==> src/rtl/vga_sync_gen.sv <==
// vga_sync_gen
//   Free-running raster timing generator. A horizontal counter (x) walks
//   every pixel clock and a vertical counter (y) advances once per line.
//   Every output is decoded from the next counter value and registered, so
//   the outputs line up with x/y in the same cycle and nothing downstream
//   sees a combinational compare path.
//
// Ports
//   clk          pixel clock
//   rst_n        asynchronous active-low reset, released synchronously
//   hsync        horizontal sync, active level set by SYNC_POL
//   vsync        vertical sync, active level set by SYNC_POL
//   blank        1 outside the visible area
//   x            horizontal position, 0..H_TOTAL-1
//   y            vertical position, 0..V_TOTAL-1
//   line_start   high for the single cycle where x==0
//   frame_start  high for the single cycle where x==0 and y==0
//   frame_count  frames completed since reset, modulo 256

module vga_sync_gen #(
    parameter int H_ACTIVE = 640,
    parameter int H_FP     = 16,
    parameter int H_SYNC   = 96,
    parameter int H_BP     = 48,
    parameter int V_ACTIVE = 480,
    parameter int V_FP     = 10,
    parameter int V_SYNC   = 2,
    parameter int V_BP     = 33,
    parameter int SYNC_POL = 0
) (
    input  logic       clk,
    input  logic       rst_n,
    output logic       hsync,
    output logic       vsync,
    output logic       blank,
    output logic [9:0] x,
    output logic [9:0] y,
    output logic       line_start,
    output logic       frame_start,
    output logic [7:0] frame_count
);

    localparam int H_TOTAL = H_ACTIVE + H_FP + H_SYNC + H_BP;
    localparam int V_TOTAL = V_ACTIVE + V_FP + V_SYNC + V_BP;

    // The counters are 10 bits wide, so longer rasters cannot be represented.
    if (H_TOTAL > 1024) begin : g_bad_h_total
        $error("vga_sync_gen: H_TOTAL must not exceed 1024");
    end
    if (V_TOTAL > 1024) begin : g_bad_v_total
        $error("vga_sync_gen: V_TOTAL must not exceed 1024");
    end

    localparam logic [9:0] H_LAST = 10'(H_TOTAL - 1);
    localparam logic [9:0] V_LAST = 10'(V_TOTAL - 1);

    // Compare bounds carry an extra bit: a sync window ending exactly at
    // 1024 must not wrap to zero.
    localparam logic [10:0] H_ACT_END = 11'(H_ACTIVE);
    localparam logic [10:0] V_ACT_END = 11'(V_ACTIVE);
    localparam logic [10:0] HS_BEGIN  = 11'(H_ACTIVE + H_FP);
    localparam logic [10:0] HS_END    = 11'(H_ACTIVE + H_FP + H_SYNC);
    localparam logic [10:0] VS_BEGIN  = 11'(V_ACTIVE + V_FP);
    localparam logic [10:0] VS_END    = 11'(V_ACTIVE + V_FP + V_SYNC);

    localparam logic SYNC_ON  = (SYNC_POL != 0);
    localparam logic SYNC_OFF = ~SYNC_ON;

    logic [9:0] r_x;
    logic [9:0] r_y;
    logic       r_hsync;
    logic       r_vsync;
    logic       r_blank;
    logic       r_line_start;
    logic       r_frame_start;
    logic [7:0] r_frame_count;

    logic       w_h_wrap;
    logic       w_v_wrap;
    logic [9:0] w_x_nxt;
    logic [9:0] w_y_nxt;
    logic [10:0] w_x_ext;
    logic [10:0] w_y_ext;
    logic       w_hs_act;
    logic       w_vs_act;
    logic       w_blank_nxt;

    // Next-state counter values and the output decode built from them.
    always_comb begin
        w_h_wrap = (r_x == H_LAST);
        w_v_wrap = w_h_wrap && (r_y == V_LAST);
        w_x_nxt  = w_h_wrap ? 10'd0 : r_x + 10'd1;
        if (w_v_wrap) begin
            w_y_nxt = 10'd0;
        end else if (w_h_wrap) begin
            w_y_nxt = r_y + 10'd1;
        end else begin
            w_y_nxt = r_y;
        end
        w_x_ext     = {1'b0, w_x_nxt};
        w_y_ext     = {1'b0, w_y_nxt};
        w_hs_act    = (w_x_ext >= HS_BEGIN) && (w_x_ext < HS_END);
        // y only moves at x wrap, so vsync naturally changes on whole lines.
        w_vs_act    = (w_y_ext >= VS_BEGIN) && (w_y_ext < VS_END);
        w_blank_nxt = (w_x_ext >= H_ACT_END) || (w_y_ext >= V_ACT_END);
    end

    always_ff @(posedge clk or negedge rst_n) begin
        if (!rst_n) begin
            r_x           <= 10'd0;
            r_y           <= 10'd0;
            r_hsync       <= SYNC_OFF;
            r_vsync       <= SYNC_OFF;
            r_blank       <= 1'b0;
            r_line_start  <= 1'b1;
            r_frame_start <= 1'b1;
            r_frame_count <= 8'd0;
        end else begin
            r_x           <= w_x_nxt;
            r_y           <= w_y_nxt;
            r_hsync       <= w_hs_act ? SYNC_ON : SYNC_OFF;
            r_vsync       <= w_vs_act ? SYNC_ON : SYNC_OFF;
            r_blank       <= w_blank_nxt;
            r_line_start  <= (w_x_nxt == 10'd0);
            r_frame_start <= w_v_wrap;
            // Counts the frame just finished, landing with frame_start.
            if (w_v_wrap) begin
                r_frame_count <= r_frame_count + 8'd1;
            end
        end
    end

    assign x           = r_x;
    assign y           = r_y;
    assign hsync       = r_hsync;
    assign vsync       = r_vsync;
    assign blank       = r_blank;
    assign line_start  = r_line_start;
    assign frame_start = r_frame_start;
    assign frame_count = r_frame_count;

endmodule

==> config.mk <==
export PLATFORM = sky130hd
export DESIGN_NAME = vga_sync_gen
export DESIGN_NICKNAME = d
export VERILOG_FILES = /design/src/rtl/vga_sync_gen.sv
export SDC_FILE = /design/constraint.sdc
export NUM_CORES = 1
export LEC_CHECK = 0
export CORE_MARGIN = 4
export CORE_UTILIZATION = 49
export CTS_CLUSTER_SIZE = 24
export DETAILED_ROUTE_END_ITERATION = 7
export GPL_TIMING_DRIVEN = 0
export PLACE_DENSITY = 0.78
export RECOVER_POWER = 50
export SLEW_MARGIN = 20
export SYNTH_ARGS = -nofsm -noshare
export SYNTH_HDL_FRONTEND = slang
export SYNTH_SLANG_ARGS = --single-unit
==> constraint.sdc <==
create_clock -name clk -period 3 [get_ports clk]
set_input_delay 0.75 -clock clk [delete_from_list [all_inputs] [get_ports clk]]
set_output_delay 0.75 -clock clk [all_outputs]
set_load 0.02 [all_outputs]
==> results.md <==
* Drt first pass iters at 4
* Initial core utilization at 0.5146
* Remaining DRCs at 0
* Final nets at 194
* Max Slew Vio Count at 34
* Period utilization at 0.8275
* # Post-CTS Setup Buffers at 0
* Slew HR at -0.1375
* Synth warnings at 0
* CP max FO at 10
* Worst Path Arrival at 2.72 ns
* Final wirelength at 3318 um
* Post-synth top cells: dfrtp_1, nand3_1, xnor2_1
* Crit-path leading delay family: simple AND/OR/NAND/NOR gates
* Core ar. at 3078 sq um
* Peak Freq at 0.4028 GHz
* #FFs+latches synth at 33
* Crit-path cells: ha_1 -> nand4_1 -> nor3_1 -> buf_2 -> nand4_1 -> xor2_1 -> nor3b_1 -> nand4_1
* Max-cap violations at 1
* Peak supply drop at 0.1909 mV
* Worst-path clk slew at 0.10 ns
* Most common cell in the netlist: dfrtp_1
* Area contributors post-synth: dfrtp_1, xnor2_1, dfstp_2
* Placed cell count at 224
* Cell count after synthesis at 146
* PostCTS Resize Cnt at 0
* First-pass GRT wire length at 5892 um
* DR iter-0 viols at 37
* Fin Setup TNS at 0 ns
* Yosys cell types at 35
* Cts hold-fix bufs at 0
* DR vias at 1224
* Clk_lat worst skew at 0.33 ns
* Slowest CP cell: nor3_1
* Filler cells at 262
* Number of global-route vias before repair at 1263
* Max Root-Sink Buffers at 2
* Clk_skew at 0.008745 ns
* Total die area at 4206 sq um
* Crit. End Element: register
* Slowest stage delay, CP at 0.49 ns
* Vias per std cell at 5.276
* Initial antenna violation count at 0
* Post-Layout Cell Count at 232
* Final antenna diode count at 0
* Largest net degree at the start of global routing at 34
* Top cell type's share of synthesized area at 0.4581
* Die Ht at 64.86 um
* I/O pin cnt at 35
* Synth Flop Type: dfrtp_1
* Num rows at 20
* Worst Hold Class: register to register
* Post-synth net total at 153
* RD Place Congestion at 0.8156
* Share of cells above drive strength 1 at 0.07447
* Most used cell, CP: nand4_1
* PD cells at 352.4 nW/um^2
* Fin crit period at 2.483 ns
* H-tree levels at 2
* Setup CP Type: register to register
* Failing checks: capacitance limit, slew limit
* CTS root buffer: clkbuf_4
* Post-synth ARST share at 1.000
* Routed length per placed instance at 14.30 um
* Setup-failing EPs final at 0
* Worst path required time at 3.24 ns
* CP bufs+invs at 1
* Synthesized area at 1584 sq um
* CTS tree: built
* Outcome: complete, but fails checks
* Global route total overflow at 0
* Overall Global Routing Usage at 0.1829
* Worst Setup Start Kind: register
* Register area share after synthesis at 0.5245
* Layout area overhead at 27.25%
* Port bufs at 34
* DRT antenna net count at 0
* Slew @ Worst Pin at 1.706 ns
* DP HPWL at 2414 um
* Chip width at 64.86 um
* Clk sinks at 33
* Post-synth EDFFs at 0
* Total CTS buffers at 5
* Final hold vios at 0
* Syn Area/Cell at 10.85 sq um
* RSZ-0062 raised after global routing: false
* Yosys top cell by area: dfrtp_1
* Lkg Pwr at 0.9154 nW
-- sequential cells by signal (all words and copies together) (netlist names) --
name and cells:
x 10, y 10, frame_count 8, blank 1, frame_start 1, hsync 1
line_start 1, vsync 1
-- metal layers --
layer | GRT usage | up-vias | routed length, um
met5 | 0 | - | 0
met1 | 0.2198 | 583 | 1494
met3 | 0.06066 | 8 | 163
met4 | 0.08443 | 0 | 72
met2 | 0.2950 | 43 | 1588
li1 | - | 590 | -
-- path summary, 6_finish.rpt --
check	start	to	slack (ns)	cells past startpoint
worst min-delay path	frame_count[7]$_DFFE_PN0P_	frame_count[7]$_DFFE_PN0P_	0.49	1
worst max register to register	x[0]$_DFF_PN0_	vsync$_DFF_PN1_	0.52	8
worst min register to register	frame_count[7]$_DFFE_PN0P_	frame_count[7]$_DFFE_PN0P_	0.49	1
min in group asynchronous	rst_n	y[4]$_DFF_PN0_	0.85	1
worst max-delay path	x[0]$_DFF_PN0_	vsync$_DFF_PN1_	0.52	8
max in group asynchronous	rst_n	frame_count[3]$_DFFE_PN0P_	1.17	1
-- cell type report --
| class | count | area (sq um) | area share |
|---|---|---|---|
| repair buffers | 34 | 334.1 | 0.1657 |
| flip-flops and latches | 33 | 830.8 | 0.4122 |
| multi-input cells | 103 | 698.2 | 0.3464 |
| inverters | 9 | 33.78 | 0.01676 |
| plain buffers | 1 | 5.005 | 0.002483 |
| clock buffers | 8 | 58.81 | 0.02917 |
| well taps | 44 | 55.05 | 0.02731 |
-- power by group --
part	total (mW)	internal, mW	switching [mW]	leakage (nW)
clock	0.257	0.116	0.142	0.0326
sequential	0.445	0.445	0	0.433
combinational	0.00829	0.000222	0.00806	0.450
total	0.710	0.561	0.150	0.915
-- layout by cell type, fill, tap and decap left out --
cell type	Yosys	layout
and4_4	1	1
nand2b_1	1	1
o21ai_0	3	4
ha_1	5	5
and4bb_1	1	1
xnor2_1	13	13
nor2_8	1	1
nor3b_1	1	1
clkdlybuf4s50_1	0	32
clkbuf_1	0	3
buf_2	1	1
nor2_1	11	11
dlygate4sd3_1	0	1
o211ai_1	1	1
a21oi_1	2	2
nand3_1	18	18
or4_1	1	1
nand3b_1	2	2
or3b_1	1	1
nor4b_1	1	1
clkbuf_4	0	5
nor4_1	1	2
nand2_1	8	8
dfrtp_1	29	29
mux2i_1	1	1
nand4_1	7	7
and2_1	2	2
mux2_1	1	1
or3_4	2	1
and3_1	4	4
nor3_1	2	3
xor2_1	7	7
o211a_1	1	1
or3_1	1	2
dfstp_2	4	4
inv_1	9	9
clkbuf_8	0	1
-- metrics by stage --
step / util / worst slack (ns) / power, mW / hold slack [ns] / area, sq um
final: 0.6549 / 0.5174 / 0.7102 / 0.4917 / 2016
after detailed placement: 0.6415 / 0.6444 / 0.4626 / 0.4872 / 1974
after global routing: 0.6549 / 0.2872 / 0.7439 / 0.5207 / 2016
after global placement: 0.6431 / 0.5805 / 0.4631 / 0.4630 / 1979
after floorplan: - / 0.7535 / 0.4534 / 0.4544 / 1584
after CTS: 0.6606 / 0.6194 / 0.7260 / 0.4701 / 2033
-- kinds of logic after synthesis --
kind of cell,count (synthesis),synth area share
adders and majority gates,5,0.03949
muxes,2,0.01343
xor gates and xnor gates,20,0.1106
buffers and inverters,10,0.02448
DFF,33,0.5245
AOI/OAI and AO/OA,8,0.03001
and+or+nand+nor,68,0.2575
Power figures use the tool's default switching activity.
